<file path="src/rtl/mem_arbiter.sv">
// mem_arbiter
//   Arbitrates an instruction-fetch port (I) and a data port (D) onto one
//   single-ported word memory with a one-cycle registered read.
//
//   Handshake: a request transfers in a cycle where valid & ready are both
//   high. Ready is a combinational function of both valids and the
//   round-robin state, so at most one ready is high per cycle. A requester
//   that sees ready low keeps valid and its payload stable until ready is
//   high. Every accepted request produces exactly one response pulse
//   (rsp_valid) on the same port one cycle later. Responses cannot be
//   stalled.
//
//   Ports
//     clk, rst_n       clock, synchronous active-low reset
//     i_valid/i_addr   fetch request, byte address
//     i_ready          fetch request accepted this cycle
//     i_rsp_*          fetch response (valid, data, err)
//     d_valid/d_we/d_be/d_addr/d_wdata   data request
//     d_ready          data request accepted this cycle
//     d_rsp_*          data response (valid, data, err)
//     mem_en/we/be/addr/wdata   memory access, driven in the grant cycle
//     mem_rdata        memory read data, one cycle after a read strobe
module mem_arbiter #(
   parameter int WORDS = 64
) (
   input  logic                         clk,
   input  logic                         rst_n,
   input  logic                         i_valid,
   input  logic [31:0]                  i_addr,
   output logic                         i_ready,
   output logic                         i_rsp_valid,
   output logic [31:0]                  i_rsp_data,
   output logic                         i_rsp_err,
   input  logic                         d_valid,
   input  logic                         d_we,
   input  logic [3:0]                   d_be,
   input  logic [31:0]                  d_addr,
   input  logic [31:0]                  d_wdata,
   output logic                         d_ready,
   output logic                         d_rsp_valid,
   output logic [31:0]                  d_rsp_data,
   output logic                         d_rsp_err,
   output logic                         mem_en,
   output logic                         mem_we,
   output logic [3:0]                   mem_be,
   output logic [$clog2(WORDS)-1:0]     mem_addr,
   output logic [31:0]                  mem_wdata,
   input  logic [31:0]                  mem_rdata
);

   localparam int IDX_W = $clog2(WORDS);

   // Owner of the response presented in the current cycle.
   typedef enum logic [1:0] {
      OWN_NONE = 2'd0,
      OWN_I    = 2'd1,
      OWN_D    = 2'd2
   } owner_t;

   owner_t      owner_q;
   owner_t      owner_d;
   logic        last_d_q;   // 1: D was granted last, so I wins the next conflict
   logic        err_q;      // pending response carries an error
   logic        rd_q;       // pending response returns memory read data

   logic        grant_i;
   logic        grant_d;
   logic        any_grant;
   logic [31:0] sel_addr;
   logic        sel_err;
   logic        sel_rd;

   // Grant decode. Gated by rst_n so nothing is accepted while in reset.
   always_comb begin
      grant_i   = rst_n && i_valid && (!d_valid || last_d_q);
      grant_d   = rst_n && d_valid && (!i_valid || !last_d_q);
      any_grant = grant_i || grant_d;
      sel_addr  = grant_d ? d_addr : i_addr;
      // Misaligned or beyond the last word: accepted, but never reaches memory.
      sel_err   = (sel_addr[1:0] != 2'b00) ||
                  ({2'b00, sel_addr[31:2]} >= 32'(WORDS));
      sel_rd    = grant_i || (grant_d && !d_we);

      owner_d = OWN_NONE;
      if (grant_i) begin
         owner_d = OWN_I;
      end else if (grant_d) begin
         owner_d = OWN_D;
      end
   end

   // Memory strobe and payload, combinational in the grant cycle.
   always_comb begin
      i_ready   = grant_i;
      d_ready   = grant_d;
      mem_en    = any_grant && !sel_err;
      mem_we    = mem_en && grant_d && d_we;
      mem_be    = (mem_en && grant_d) ? d_be : 4'h0;
      mem_addr  = mem_en ? sel_addr[IDX_W+1:2] : '0;
      mem_wdata = (mem_en && grant_d) ? d_wdata : 32'h0;
   end

   always_ff @(posedge clk) begin
      if (!rst_n) begin
         owner_q  <= OWN_NONE;
         last_d_q <= 1'b1;
         err_q    <= 1'b0;
         rd_q     <= 1'b0;
      end else begin
         owner_q <= owner_d;
         err_q   <= any_grant && sel_err;
         rd_q    <= any_grant && sel_rd && !sel_err;
         if (any_grant) begin
            last_d_q <= grant_d;
         end
      end
   end

   // Response outputs. The idle port always shows zeros; reset blanks both.
   always_comb begin
      i_rsp_valid = rst_n && (owner_q == OWN_I);
      d_rsp_valid = rst_n && (owner_q == OWN_D);
      i_rsp_err   = i_rsp_valid && err_q;
      d_rsp_err   = d_rsp_valid && err_q;
      i_rsp_data  = (i_rsp_valid && rd_q) ? mem_rdata : 32'h0;
      d_rsp_data  = (d_rsp_valid && rd_q) ? mem_rdata : 32'h0;
   end

endmodule

</file>
<file path="config.mk">
export PLATFORM = sky130hd
export DESIGN_NAME = mem_arbiter
export DESIGN_NICKNAME = d
export VERILOG_FILES = /design/src/rtl/mem_arbiter.sv
export SDC_FILE = /design/constraint.sdc
export NUM_CORES = 1
export LEC_CHECK = 0
export CORE_AREA = 4 4 95 97
export DETAILED_ROUTE_END_ITERATION = 12
export DIE_AREA = 0 0 99 101
export PLACE_DENSITY_LB_ADDON = 0.08
export SYNTH_ARGS = -nofsm -noshare
export SYNTH_HDL_FRONTEND = slang
export SYNTH_SLANG_ARGS = --single-unit
</file>
<file path="constraint.sdc">
create_clock -name clk -period 2.3 [get_ports clk]
set_input_delay 0.345 -clock clk [delete_from_list [all_inputs] [get_ports clk]]
set_output_delay 0.345 -clock clk [all_outputs]
set_load 0.005 [all_outputs]
</file>
* Word-level counts from Yosys, hierarchy flattened
Cells that the tools add are included.
Operators by class: $lt $le $gt $ge 1, equal/unequal tests 2, multiplexer cells 8, bitwise logic cells 1, reduce and logical (&&, ||, !) cells 29
Operator list (count):
- 32-bit two-way mux | 4
- 30-bit by 7-bit greater-or-equal comparator with 1-bit output (second input constant) | 1
- 1-bit logical AND | 17
- 6-bit two-way mux | 1
- 1-bit logical NOT | 5
- 1-bit logical OR | 5
- 4-bit two-way mux | 1
- 2-bit by 1-bit equality test with 1-bit output (second input constant) | 1
- 2-bit equality test (second input constant) | 1
- 2-bit two-way mux | 1
- 2-bit nonzero test | 1
- 2-bit OR reduction | 1
- 1-bit two-way mux | 1
- 1-bit inverter | 1
Storage, ports and cells: register bits 5, bits of input ports 137, output and inout port bits 114

* Logic depth before layout (Yosys ltp)
depth in word-level cells 10, mapped depth 7, mapped depth without buffers 5

* Worst setup path after synthesis
Ideal clock, no wire load.
path kind in2out, start input port d_addr[29], end output port mem_wdata[0], arrival 1.702 ns, data required time 1.955 ns, path slack 0.253 ns, cell stages on the path 5, cell sequence or4_1 -> o41a_1 -> buf_6 -> buf_6 -> nor3b_2
On the way: longest elaborated chain between the ends 7
Ends and longest elaborated chain:
- start: declaration | RTL line 37 | input logic [31:0] d_addr,
- 32-bit two-way mux | RTL line 78 | sel_addr = grant_d ? d_addr : i_addr;
- 30-bit by 7-bit greater-or-equal comparator with 1-bit output | RTL line 81 | ({2'b00, sel_addr[31:2]} >= 32'(WORDS));
- 1-bit logical OR | RTL line 80 | sel_err = (sel_addr[1:0] != 2'b00) ||
- 1-bit logical NOT | RTL line 96 | mem_en = any_grant && !sel_err;
- 1-bit logical AND | RTL line 96
- 1-bit logical AND | RTL line 100 | mem_wdata = (mem_en && grant_d) ? d_wdata : 32'h0;
- 32-bit two-way mux | RTL line 100
- end: declaration | RTL line 47 | output logic [31:0] mem_wdata,
Every way passes these cells.

* Worst setup path in the final report
start input port d_addr[13], end output port mem_wdata[22]
The elaborated chain is that of the path after synthesis.

==> flow_summary.json <==
{
  "place.gp.congestion": 0.8096,
  "clk_pin_slew_ns": 0.03,
  "timing_hold_violations_final": 0,
  "cts_max_level": 1,
  "dp_cells": 534,
  "min_from": "rst_n",
  "syn_inst": 186,
  "num_vias": 2517,
  "synth_common_cells": "and3_1 (64), nor3b_2 (31), clkbuf_1 (15)",
  "grt_pass1_wl_um": 13700,
  "place_ws_ns": -0.8286,
  "fillCellCount": 786,
  "r2r_cells": 7,
  "setup_violations": 35,
  "reg2reg_to": "err_q$_SDFF_PN0_",
  "post_drt_wl_per_cell_um": 17.23,
  "cts_sinks": 5,
  "worstSkewPairLatency_ns": 0.22,
  "path_cells": "buf_6, or4_4, nor4_4, nand2_2, buf_6, buf_8, buf_16, nor3b_4, buf_2",
  "wirelength_um": 9664,
  "yosysWarningCount": 0,
  "netlist.area_leader.share_pct": 27.00,
  "synthTopCellsByArea": "and3_1 (27%), nor3b_2 (26%), dfxtp_1 (6.8%)",
  "fin_crit_sh_pct": 105.4,
  "dieHeight_um": 101,
  "final_cells": 561,
  "arrival_ns": 2.08,
  "syn-cell-area_mm2": 0.001483,
  "power.density_mw_per_mm2": 126.6,
  "synth.most_common_cell": "and3_1",
  "cp_top_family": "simple AND/OR/NAND/NOR gates",
  "vias_per_cell": 4.487,
  "antenna-diode-count": 0,
  "grt_max_degree": 65,
  "fin_tns_setup_ns": -1.868,
  "finalWorstSetupSlack_ns": -0.1246,
  "regArea_um2": 100.1,
  "finalInstanceArea_mm2": 0.004449,
  "hold_path_depth": 3,
  "grt_pass1_vias": 2543,
  "crit_type": "in2out",
  "die-area_mm2": 0.009999,
  "pin_count": 251,
  "synth_nets": 323,
  "worst_hold_path_type": "in2reg",
  "status": "finished with violations",
  "drv_cap": 0,
  "placed_cell_area_mm2": 0.004153,
  "avgSynthCellArea_um2": 7.971,
  "dpl.hpwl_um": 7401,
  "worstPathMaxFanout": 5,
  "fin_crit_ns": 2.425,
  "hold_end": "last_d_q$_SDFFE_PN1P_",
  "p_leak_nw": 2.038,
  "area_growth_pct": 200.1,
  "finClkSkew_ns": 0.0002795,
  "path_buf_inv": 5,
  "detail_route.iter0.violations": 41,
  "rrSetupSlack_ns": 0.42,
  "drc": 0,
  "synth_seq_area_share_pct": 6.751,
  "ant_nets": 0,
  "ys_types": 30,
  "design.core.area_mm2": 0.008134,
  "cts_buffer_depth": 2,
  "drive_gt1_share_pct": 36.18,
  "critPathCaptureType": "output port",
  "track_usage_pct": 17.33,
  "cp_slowest_stage_delay_ns": 0.53,
  "start_util_pct": 18.23,
  "gr-total-overflow": 0,
  "cts_buffers": 3,
  "cts_tree": "done",
  "rsz0062_at_grt": "yes",
  "cts-hold-fix-buffers": 0,
  "first_pass_iters": 4,
  "multi_input_area_mm2": 0.001363,
  "cts_root_buffer": "clkbuf_8",
  "ir_drop_mv": 0.09329,
  "tightestPinTransition_ns": 0.4272,
  "final_nets": 594,
  "synthArstFlopShare_pct": 0,
  "antenna_found_initial": 0,
  "io_buffers": 250,
  "cpMostUsedCell": "buf_6",
  "relSlewSlack_pct": 71.52,
  "r2r-start": "last_d_q$_SDFFE_PN1P_",
  "synth_edf_count": 0,
  "fp-row-count": 33,
  "synth-seq-cells": 5,
  "finalMaxSlewViolations": 0,
  "violations": "negative setup slack",
  "fmax_mhz": 412.4,
  "ys.flop_type": "dfxtp_1",
  "critPathRequiredTime_ns": 1.96,
  "dieWidth_um": 99,
  "power_mw": 0.5631,
  "cp_slowest_cell": "or4_4",
  "synth_top_area_cell": "and3_1",
  "critPathLaunchType": "primary input"
}
worst register-to-register path, cell delays in order, from the launching register on:
cell and delay [ns]:
dfxtp_1 0.30, and2_4 0.18, o41a_4 0.53, buf_12 0.15, buf_16 0.14, buf_8 0.13
buf_4 0.13, o22a_1 0.19
worst max path at each step:
stage | start | endpoint | slack, ns | cells after the start
2_1_floorplan | d_addr[29] | mem_wdata[0] | 0.25 | 5
3_3_place_gp | d_addr[29] | mem_wdata[22] | -0.83 | 6
3_5_place_dp | d_addr[0] | mem_addr[0] | -0.83 | 6
4_1_cts | d_addr[18] | mem_wdata[22] | -0.15 | 9
5_1_grt | d_addr[13] | mem_wdata[22] | -0.19 | 9
6_report | d_addr[13] | mem_wdata[22] | -0.12 | 9
cell type report:
cell class | count | share of cell area [%]
Timing Repair Buffer | 291 | 62.82
Multi-Input combinational cell | 152 | 30.62
Tap cell | 105 | 2.953
Sequential cell | 5 | 2.250
Clock buffer | 4 | 1.012
Inverter | 4 | 0.3375
metal layers:
layer,up-vias,GRT usage [%],routed length [µm]
li1,1241,-,-
met5,-,0,0
met2,158,33.52,5055
met3,8,5.952,1101
met1,1110,17.77,3377
met4,0,4.097,129
sequential cells by signal, indices dropped and copies added (netlist names):
signal / cells
err_q: 1
rd_q: 1
last_d_q: 1
owner_q: 2
power by group:
| part | switching [mW] | internal [mW] |
|---|---|---|
| registers | 0.00222 | 0.0922 |
| clock network | 0.0399 | 0.119 |
| logic | 0.0770 | 0.233 |
cells by family (layout without fill, tap and decap cells):
| family | Yosys count | after routing | synth area share [%] |
|---|---|---|---|
| compound gates | 9 | 9 | 4.810 |
| flops | 5 | 5 | 6.751 |
| mux | 6 | 6 | 4.051 |
| simple gates | 137 | 137 | 73.08 |
| buf+inv | 29 | 299 | 11.31 |
per-stage QoR:
stage	hold WS, ns	utilization [%]
3_3_place_gp	0.5976	51.05
5_1_grt	0.6451	54.70
2_1_floorplan	0.4212	-
4_1_cts	0.6064	54.25
3_5_place_dp	0.5995	51.05
6_report	0.6099	54.70
repair_timing:
item | in CTS | in global routing
gates cloned | 9 | 1
setup buffers | 14 | 3
gates resized for setup | 286 | 14
setup endpoints to repair | 110 | 55
pin swaps | 31 | 22
cell usage in the layout (no fill, tap or decap), drive strengths merged:
cell type and n:
clkdlybuf4s50 169, o2111ai 1, o21ai 1, and2 3, nor3 8, o41a 1, clkdlybuf4s15 7, o2bb2a 1
a21oi 1, nor3b 36, buf 98, nor2 6, and3 64, nor4 9, or4 4, dfxtp 5
dlymetal6s2s 2, mux2i 6, o21a 1, inv 4, o211ai 2, nand4 1, dlygate4sd2 13, or2 1
nand2 4, clkbuf 6, o22a 1, and3b 1
Power figures use the tool's default switching activity.
